## config.mk

```make
export PLATFORM = sky130hd
export DESIGN_NAME = alu_rs
export DESIGN_NICKNAME = d
export VERILOG_FILES = /design/src/rtl/alu_rs.sv
export SDC_FILE = /design/constraint.sdc
export NUM_CORES = 2
export LEC_CHECK = 0
export ABC_AREA = 1
export CAP_MARGIN = 20
export CORE_MARGIN = 8
export CORE_UTILIZATION = 35
export CTS_BUF_LIST = sky130_fd_sc_hd__clkbuf_8
export CTS_CLUSTER_SIZE = 10
export DETAILED_ROUTE_END_ITERATION = 8
export DONT_BUFFER_PORTS = 1
export PLACE_DENSITY = 0.58
export SYNTH_ARGS = -nofsm -noshare
export SYNTH_HDL_FRONTEND = slang
export SYNTH_SLANG_ARGS = --single-unit
```

## constraint.sdc

```tcl
create_clock -name clk -period 12.7 [get_ports clk]
set_clock_uncertainty 0.1 [all_clocks]
set_input_delay 1.905 -clock clk [delete_from_list [all_inputs] [get_ports clk]]
set_output_delay 1.905 -clock clk [all_outputs]
set_load 0.1 [all_outputs]
```

## src/rtl/alu_rs.sv

```systemverilog
// ALU reservation station.
// Holds up to RS_DEPTH dispatched ALU instructions, captures missing operands
// from the ALU and load/store result buses, and issues the lowest-index entry
// whose operands are both available, one per cycle.
//
// Ports:
//   clk, rst            rising-edge clock, asynchronous active-high reset
//   clear               synchronous flush, drops every entry
//   disp*               dispatch strobe and instruction fields
//   aluCdb*, lsCdb*     result broadcasts (ALU bus has priority on equal tags)
//   rsFull              all entries busy (combinational from state)
//   ALUworkEn           registered issue pulse
//   operandO/T, wrtTag, wrtName, opCode, instAddr
//                       registered issued-instruction fields, zero when idle
module alu_rs #(
  parameter int RS_DEPTH = 8
) (
  input  logic        clk,
  input  logic        rst,
  input  logic        clear,
  input  logic        dispEn,
  input  logic [5:0]  dispOp,
  input  logic [31:0] dispValO,
  input  logic [31:0] dispValT,
  input  logic [3:0]  dispTagO,
  input  logic [3:0]  dispTagT,
  input  logic        dispRdyO,
  input  logic        dispRdyT,
  input  logic [3:0]  dispWrtTag,
  input  logic [4:0]  dispWrtName,
  input  logic [31:0] dispAddr,
  input  logic        aluCdbEn,
  input  logic [3:0]  aluCdbTag,
  input  logic [31:0] aluCdbData,
  input  logic        lsCdbEn,
  input  logic [3:0]  lsCdbTag,
  input  logic [31:0] lsCdbData,
  output logic        rsFull,
  output logic        ALUworkEn,
  output logic [31:0] operandO,
  output logic [31:0] operandT,
  output logic [3:0]  wrtTag,
  output logic [4:0]  wrtName,
  output logic [5:0]  opCode,
  output logic [31:0] instAddr
);

  localparam int IDX_W = (RS_DEPTH > 1) ? $clog2(RS_DEPTH) : 1;

  // Entry storage. Only busy is control state; the rest is payload that is
  // meaningless while the entry is free.
  logic [RS_DEPTH-1:0] busy;
  logic [RS_DEPTH-1:0] ent_rdy_o;
  logic [RS_DEPTH-1:0] ent_rdy_t;
  logic [5:0]          ent_op     [RS_DEPTH];
  logic [31:0]         ent_val_o  [RS_DEPTH];
  logic [31:0]         ent_val_t  [RS_DEPTH];
  logic [3:0]          ent_tag_o  [RS_DEPTH];
  logic [3:0]          ent_tag_t  [RS_DEPTH];
  logic [3:0]          ent_wtag   [RS_DEPTH];
  logic [4:0]          ent_wname  [RS_DEPTH];
  logic [31:0]         ent_addr   [RS_DEPTH];

  logic             vld_p1;
  logic [31:0]      opnd_o_p1;
  logic [31:0]      opnd_t_p1;
  logic [3:0]       wtag_p1;
  logic [4:0]       wname_p1;
  logic [5:0]       op_p1;
  logic [31:0]      addr_p1;

  logic             sel_vld;
  logic [IDX_W-1:0] sel_idx;
  logic [IDX_W-1:0] free_idx;
  logic             disp_go;
  logic [32:0]      byp_o;
  logic [32:0]      byp_t;
  logic [32:0]      wk_o [RS_DEPTH];
  logic [32:0]      wk_t [RS_DEPTH];

  // Returns {hit, data} for a producer tag; the ALU bus wins when both match.
  function automatic logic [32:0] cdb_match(input logic [3:0] tag);
    if (aluCdbEn && (aluCdbTag == tag)) return {1'b1, aluCdbData};
    if (lsCdbEn && (lsCdbTag == tag))   return {1'b1, lsCdbData};
    return 33'd0;
  endfunction

  assign rsFull  = &busy;
  assign disp_go = dispEn && !rsFull && !clear;

  // Stage p0: select from registered state, free-slot search, CDB matching
  always_comb begin
    sel_vld  = 1'b0;
    sel_idx  = '0;
    free_idx = '0;
    // Descending scan so the last hit is the lowest index.
    for (int i = RS_DEPTH - 1; i >= 0; i--) begin
      if (busy[i] && ent_rdy_o[i] && ent_rdy_t[i]) begin
        sel_vld = 1'b1;
        sel_idx = IDX_W'(i);
      end
      if (!busy[i]) free_idx = IDX_W'(i);
    end
    byp_o = dispRdyO ? {1'b1, dispValO} : cdb_match(dispTagO);
    byp_t = dispRdyT ? {1'b1, dispValT} : cdb_match(dispTagT);
    for (int i = 0; i < RS_DEPTH; i++) begin
      wk_o[i] = cdb_match(ent_tag_o[i]);
      wk_t[i] = cdb_match(ent_tag_t[i]);
    end
  end

  // Entry payload: dispatch write (with same-cycle bypass) and wakeup capture
  always_ff @(posedge clk) begin
    for (int i = 0; i < RS_DEPTH; i++) begin
      if (disp_go && (free_idx == IDX_W'(i))) begin
        ent_op[i]    <= dispOp;
        ent_tag_o[i] <= dispTagO;
        ent_tag_t[i] <= dispTagT;
        ent_rdy_o[i] <= byp_o[32];
        ent_val_o[i] <= byp_o[31:0];
        ent_rdy_t[i] <= byp_t[32];
        ent_val_t[i] <= byp_t[31:0];
        ent_wtag[i]  <= dispWrtTag;
        ent_wname[i] <= dispWrtName;
        ent_addr[i]  <= dispAddr;
      end else if (busy[i]) begin
        if (!ent_rdy_o[i] && wk_o[i][32]) begin
          ent_rdy_o[i] <= 1'b1;
          ent_val_o[i] <= wk_o[i][31:0];
        end
        if (!ent_rdy_t[i] && wk_t[i][32]) begin
          ent_rdy_t[i] <= 1'b1;
          ent_val_t[i] <= wk_t[i][31:0];
        end
      end
    end
  end

  // Stage p1: busy bookkeeping and registered issue outputs
  always_ff @(posedge clk or posedge rst) begin
    if (rst) begin
      busy      <= '0;
      vld_p1    <= 1'b0;
      opnd_o_p1 <= '0;
      opnd_t_p1 <= '0;
      wtag_p1   <= '0;
      wname_p1  <= '0;
      op_p1     <= '0;
      addr_p1   <= '0;
    end else if (clear) begin
      busy      <= '0;
      vld_p1    <= 1'b0;
      opnd_o_p1 <= '0;
      opnd_t_p1 <= '0;
      wtag_p1   <= '0;
      wname_p1  <= '0;
      op_p1     <= '0;
      addr_p1   <= '0;
    end else begin
      // Dispatch targets a free slot and issue a busy one, so they never collide.
      for (int i = 0; i < RS_DEPTH; i++) begin
        if (disp_go && (free_idx == IDX_W'(i)))      busy[i] <= 1'b1;
        else if (sel_vld && (sel_idx == IDX_W'(i)))  busy[i] <= 1'b0;
      end
      vld_p1 <= sel_vld;
      if (sel_vld) begin
        opnd_o_p1 <= ent_val_o[sel_idx];
        opnd_t_p1 <= ent_val_t[sel_idx];
        wtag_p1   <= ent_wtag[sel_idx];
        wname_p1  <= ent_wname[sel_idx];
        op_p1     <= ent_op[sel_idx];
        addr_p1   <= ent_addr[sel_idx];
      end else begin
        opnd_o_p1 <= '0;
        opnd_t_p1 <= '0;
        wtag_p1   <= '0;
        wname_p1  <= '0;
        op_p1     <= '0;
        addr_p1   <= '0;
      end
    end
  end

  assign ALUworkEn = vld_p1;
  assign operandO  = opnd_o_p1;
  assign operandT  = opnd_t_p1;
  assign wrtTag    = wtag_p1;
  assign wrtName   = wname_p1;
  assign opCode    = op_p1;
  assign instAddr  = addr_p1;

endmodule

```

# Word level (Yosys, flattened, before mapping)
# Memory sizes are Yosys's and may differ from the RTL's.
# Index checks and enable logic that the tools add are counted.
# word_totals
regBits,136
ram_bits,952
output_inout_bits,113
memories,8
# memory_table
memory,depth,width,rd,rd_ports_with_merged_regs,write_ports,line_no,text
ent_addr,8,32,1,0,1,62,logic [31:0] ent_addr [RS_DEPTH];
ent_val_o,8,32,1,0,8,56,logic [31:0] ent_val_o [RS_DEPTH];
ent_val_t,8,32,1,0,8,57,logic [31:0] ent_val_t [RS_DEPTH];
ent_op,8,6,1,0,1,55,logic [5:0] ent_op [RS_DEPTH];
ent_wname,8,5,1,0,1,61,logic [4:0] ent_wname [RS_DEPTH];
ent_tag_o,8,4,8,0,1,58,logic [3:0] ent_tag_o [RS_DEPTH];
2 more memories,-,-,-,-,-,-,
# op_classes
eq_ne,50
muxes,452
bitwise_logic,16
n_reduce_logical,197
# ops
op,n
$mux W33,74
$mux W32,29
$mux W1,249
$reduce_or A32 Y1,7
$mux W3,58
$eq A4 B4 Y1,36
$mux W4,23
$logic_and A1 B1 Y1,86
$reduce_or A4 Y1,21
$mux W6,9
$reduce_bool A2 Y1,24
$mux W5,9
$reduce_or A6 Y1,7
$reduce_or A5 Y1,7
$reduce_and A2 Y1,16
$eq A3 B3 Y1 const B,8
$reduce_bool A3 Y1,8
$logic_not A1 Y1,18
$or A1 B1 Y1,16
$eq A3 B2 Y1 const B,4
$mux W8,1
$reduce_and A8 Y1,1
$eq A3 B1 Y1 const B,2
$logic_not A3 Y1,2

# Longest topological paths before layout
# logic_depth
ltp_word,20
depth_mapped,17

# Worst setup path before layout
# Ideal clock, no wire load.
# synth_path
kind,input -> register
from,input dispEn
to,"memory ent_addr[4][0], enable pin"
setup_ns,0.540
t_arrival_ns,6.365
path_slack_ns,5.695
path_stages,6
path_buffers,0
cell_sequence,inv_1 nor3_1 inv_1 nor2_1 inv_1 nor3_1
# synth_between
elab_chain_len,13
# synth_rtl
element,line_no,text
"start, declared",21,"input logic dispEn,"
$logic_and A1 B1 Y1 (*) (2 in series),89,assign disp_go = dispEn && !rsFull && !clear;
$logic_and A1 B1 Y1,115,if (disp_go && (free_idx == IDX_W'(i))) begin
$mux W1,115,
$mux W1 (not written as such),125,ent_addr[i] <= dispAddr;
$reduce_or A32 Y1 (no line),-,
$mux W3 (no line) / $mux W1 (equally long branches) (7 in series),-,
"end, declared",62,
# Every way passes the cells marked *; elsewhere a longest branch is shown, timed or not.

# Worst setup path in the final report
# layout_path
from,register busy[0]
to,register opnd_t_p1[18] (netlist: operandT[18])
# layout_between
elab_chain_len,6
# layout_rtl
element,line_no,text
"start, declared",52,logic [RS_DEPTH-1:0] busy;
"start signal, assigned",142,busy <= '0;
"start signal, assigned",151,busy <= '0;
"start signal, assigned by index",162,if (disp_go && (free_idx == IDX_W'(i))) busy[i] <= 1'b1;
$logic_and A1 B1 Y1 (*) (2 in series),98,if (busy[i] && ent_rdy_o[i] && ent_rdy_t[i]) begin
$mux W3,98,
$mem_v2 Z8 W32,-,
$mux W32 (*),166,if (sel_vld) begin
$mux W32 (*),150,end else if (clear) begin
"end signal, assigned",168,opnd_t_p1 <= ent_val_t[sel_idx];
"end, declared",66,logic [31:0] opnd_t_p1;
# Marks and branches as above.
# A chain may end at the register's enable or synchronous reset.

==> results_dict.tcl <==
set metrics [dict create \
    syn_area_per_cell_um2 8.33 \
    cp-end-kind "flop" \
    grt_use_total 0.227 \
    seqCellArea_um2 32100 \
    synth.most_common_cell "nand2_1" \
    synth-async-reset-ratio 0.110 \
    synthFlopType "edfxtp_1" \
    critPathMaxStageDelay_ps 990 \
    worstPathRequired_ps 13400 \
    ir_drop_mv 0.0782 \
    wirelength_um 221000 \
    cts.clk_slew.worst_paths_ps 70 \
    initial_core_util 0.353 \
    crit_type "reg2reg" \
    crit_arrival_ps 5580 \
    max_cap_violations 0 \
    nets 7180 \
    wl_per_cell_um 23.4 \
    r2r_cells 14 \
    netlist_area_um2 60600 \
    min_to "busy[1]" \
    cts_root_buffer "clkbuf_8" \
    dp_cells 9097 \
    status "completed" \
    grt_antenna_before_repair 8 \
    crit_slowest_cell "buf_4" \
    synth_common_cells "nand2_1, edfxtp_1, o21ai_0" \
    insertion_delay_ps 940 \
    hp-class "reg2reg" \
    whs_ps 537 \
    vias_per_cell 5.45 \
    dieArea_um2 187000 \
    grt_pass1_vias 48000 \
    drive_gt1_frac 0.0660 \
    ys_seq_area_frac 0.530 \
    synth-edff-count 968 \
    min_from "busy[1]" \
    cts_hold_buf 0 \
    postCtsResizedCells 0 \
    grt_pass1_wl_um 321000 \
    yosys-top-cells-area "edfxtp_1, nand2_1, o21ai_0" \
    slew_violations 0 \
    crit_path_max_fanout 127 \
    nFillCells 17200 \
    cts_tree "built" \
    drt_pre_antenna_iters 8 \
    coreArea_um2 172000 \
    setup_tns_ps 0 \
    cts.htree.levels 4 \
    grt_max_degree 196 \
    vias 51500 \
    synth_largest_area_cell "edfxtp_1" \
    grt-ovfl-total 0 \
    port-buffer-count 0 \
    reg2reg_from "busy[0]" \
    place_ws_ps 7200 \
    instances_no_fill 9458 \
    rsz0062_at_grt "false" \
    worst_slack_ps 7830 \
    clock.fmax_mhz 205 \
    utilization 0.383 \
    period_needed_ps 4870 \
    rows 152 \
    setup_viol 0 \
    r2r_setup_slack_ps 7830 \
    synth_top_cell_area_share 0.480 \
    synthDistinctLibCells 43 \
    area_growth_pct 8.64 \
    post_cts_buffers 0 \
    worstMarginPinSlew_ps 1150 \
    drt_iter0_markers 5724 \
    ant_nets 0 \
    clock_path_buffers 3 \
    dieWidth_um 432 \
    numCtsBuffers 189 \
    ys_ff_latch 1088 \
    synth_cells 7269 \
    multi_input_area_um2 23300 \
    whs_path_depth 2 \
    synth_warnings 0 \
    hpwl_um 128000 \
    finalWeightedCongestion 0.858 \
    p_leak_nw 26.8 \
    period_share 0.384 \
    crit_path_frequent_cell "nand2_1" \
    relSlewSlack 0.231 \
    crit_path_start "busy[0]" \
    cts.sinks 1088 \
    drc 0 \
    dieHeight_um 432 \
    cp-start-kind "flop" \
    io_pins 312 \
    p_per_area_nw_per_um2 120 \
    syn-num-nets 7468 \
    path_cells "nand3_1 -> inv_1 -> nor2_1 -> inv_8 -> nand2_4 -> buf_4 -> buf_4 -> nand2_1 -> nand2_1 -> nand2_1 -> nand2_1 -> nand2_1 -> nand2_1 -> nor2_1" \
    worst_r2r_endpoint "operandT[18]" \
    hold_violations 0 \
]
==> through the flow <==
step | total power, mW | cell area [um^2]
3_5_place_dp | 4.75 | 61900
6_report | 7.91 | 65800
5_1_grt | 8.18 | 65800
3_3_place_gp | 4.74 | 61900
2_1_floorplan | 4.60 | 60600
4_1_cts | 7.96 | 65700
==> worst max-delay path: cells and delay by family, from the launching register on <==
kind | cells | cell delay (ps)
simple gates | 10 | 1760
buf+inv | 4 | 2300
flops | 1 | 430
==> how the worst max path moves through the flow <==
stage,slack [ps],cells past startpoint,to
final,7830,14,operandT[18]
after global routing,7520,17,operandO[9]
after CTS,7850,14,operandO[19]
after detailed placement,7200,11,ent_val_t[7][14]
after global placement,7160,11,ent_val_t[7][14]
after floorplan,5700,6,ent_addr[4][0]
==> sequential cells by signal (all words and copies together) (netlist names) <==
| name | flops |
|---|---|
| ent_tag_o | 32 |
| ent_val_t | 256 |
| busy | 8 |
| ent_val_o | 256 |
| ent_op | 48 |
| operandO | 32 |
| ALUworkEn | 1 |
| ent_rdy_t | 8 |
| ent_addr | 256 |
| ent_wname | 40 |
| ent_wtag | 32 |
| opCode | 6 |
| wrtTag | 4 |
| instAddr | 32 |
| wrtName | 5 |
| ent_rdy_o | 8 |
| operandT | 32 |
| ent_tag_t | 32 |
==> where the power goes <==
part           internal [mW]  switching [mW]  total, mW
sequential              3.98           0.124       4.10
clock                   1.64            1.59       3.23
combinational          0.173           0.412      0.585
==> placed cells by master, fill, tap and decap left out, drive strengths merged <==
cell type and instances:
nand3b 336, a21boi 1, nor2 378, clkinv 44, or2 2, dfrtp 120, nand4 115, buf 87
nand3 871, o31ai 3, nand2b 1, nor4 1, o21ai 1157, clkbuf 216, a211oi 1, o2111ai 1
diode 7, inv 882, xnor2 18, nor3 10, o21a 1, edfxtp 968, bufinv 3, xor2 3
a22o 2, nand2 1751, a21oi 129, o22ai 35, o211ai 5
==> layout make-up <==
type                            instances  share of cell area
Antenna cell                            7            0.000266
Clock buffer                          216              0.0452
Clock inverter                        135              0.0119
Inverter                              794              0.0455
Multi-Input combinational cell       4821               0.354
Sequential cell                      1088               0.487
Tap cell                             2310              0.0439
Timing Repair Buffer                   87              0.0119
==> cell families after synthesis <==
logic type | share of synthesized area
and+or+nand+nor | 0.265
xor gates and xnor gates | 0.00304
AOI/OAI and AO/OA | 0.112
buffers and inverters | 0.0904
DFF | 0.530
==> routing by layer <==
metal / vias up / routed length [um] / GRT usage
met5: - / 13 / 0
met4: 2 / 14300 / 0.135
met3: 573 / 20500 / 0.0459
met2: 2670 / 103000 / 0.373
met1: 24400 / 83300 / 0.277
li1: 23900 / - / -
Power figures use the tool's default switching activity.
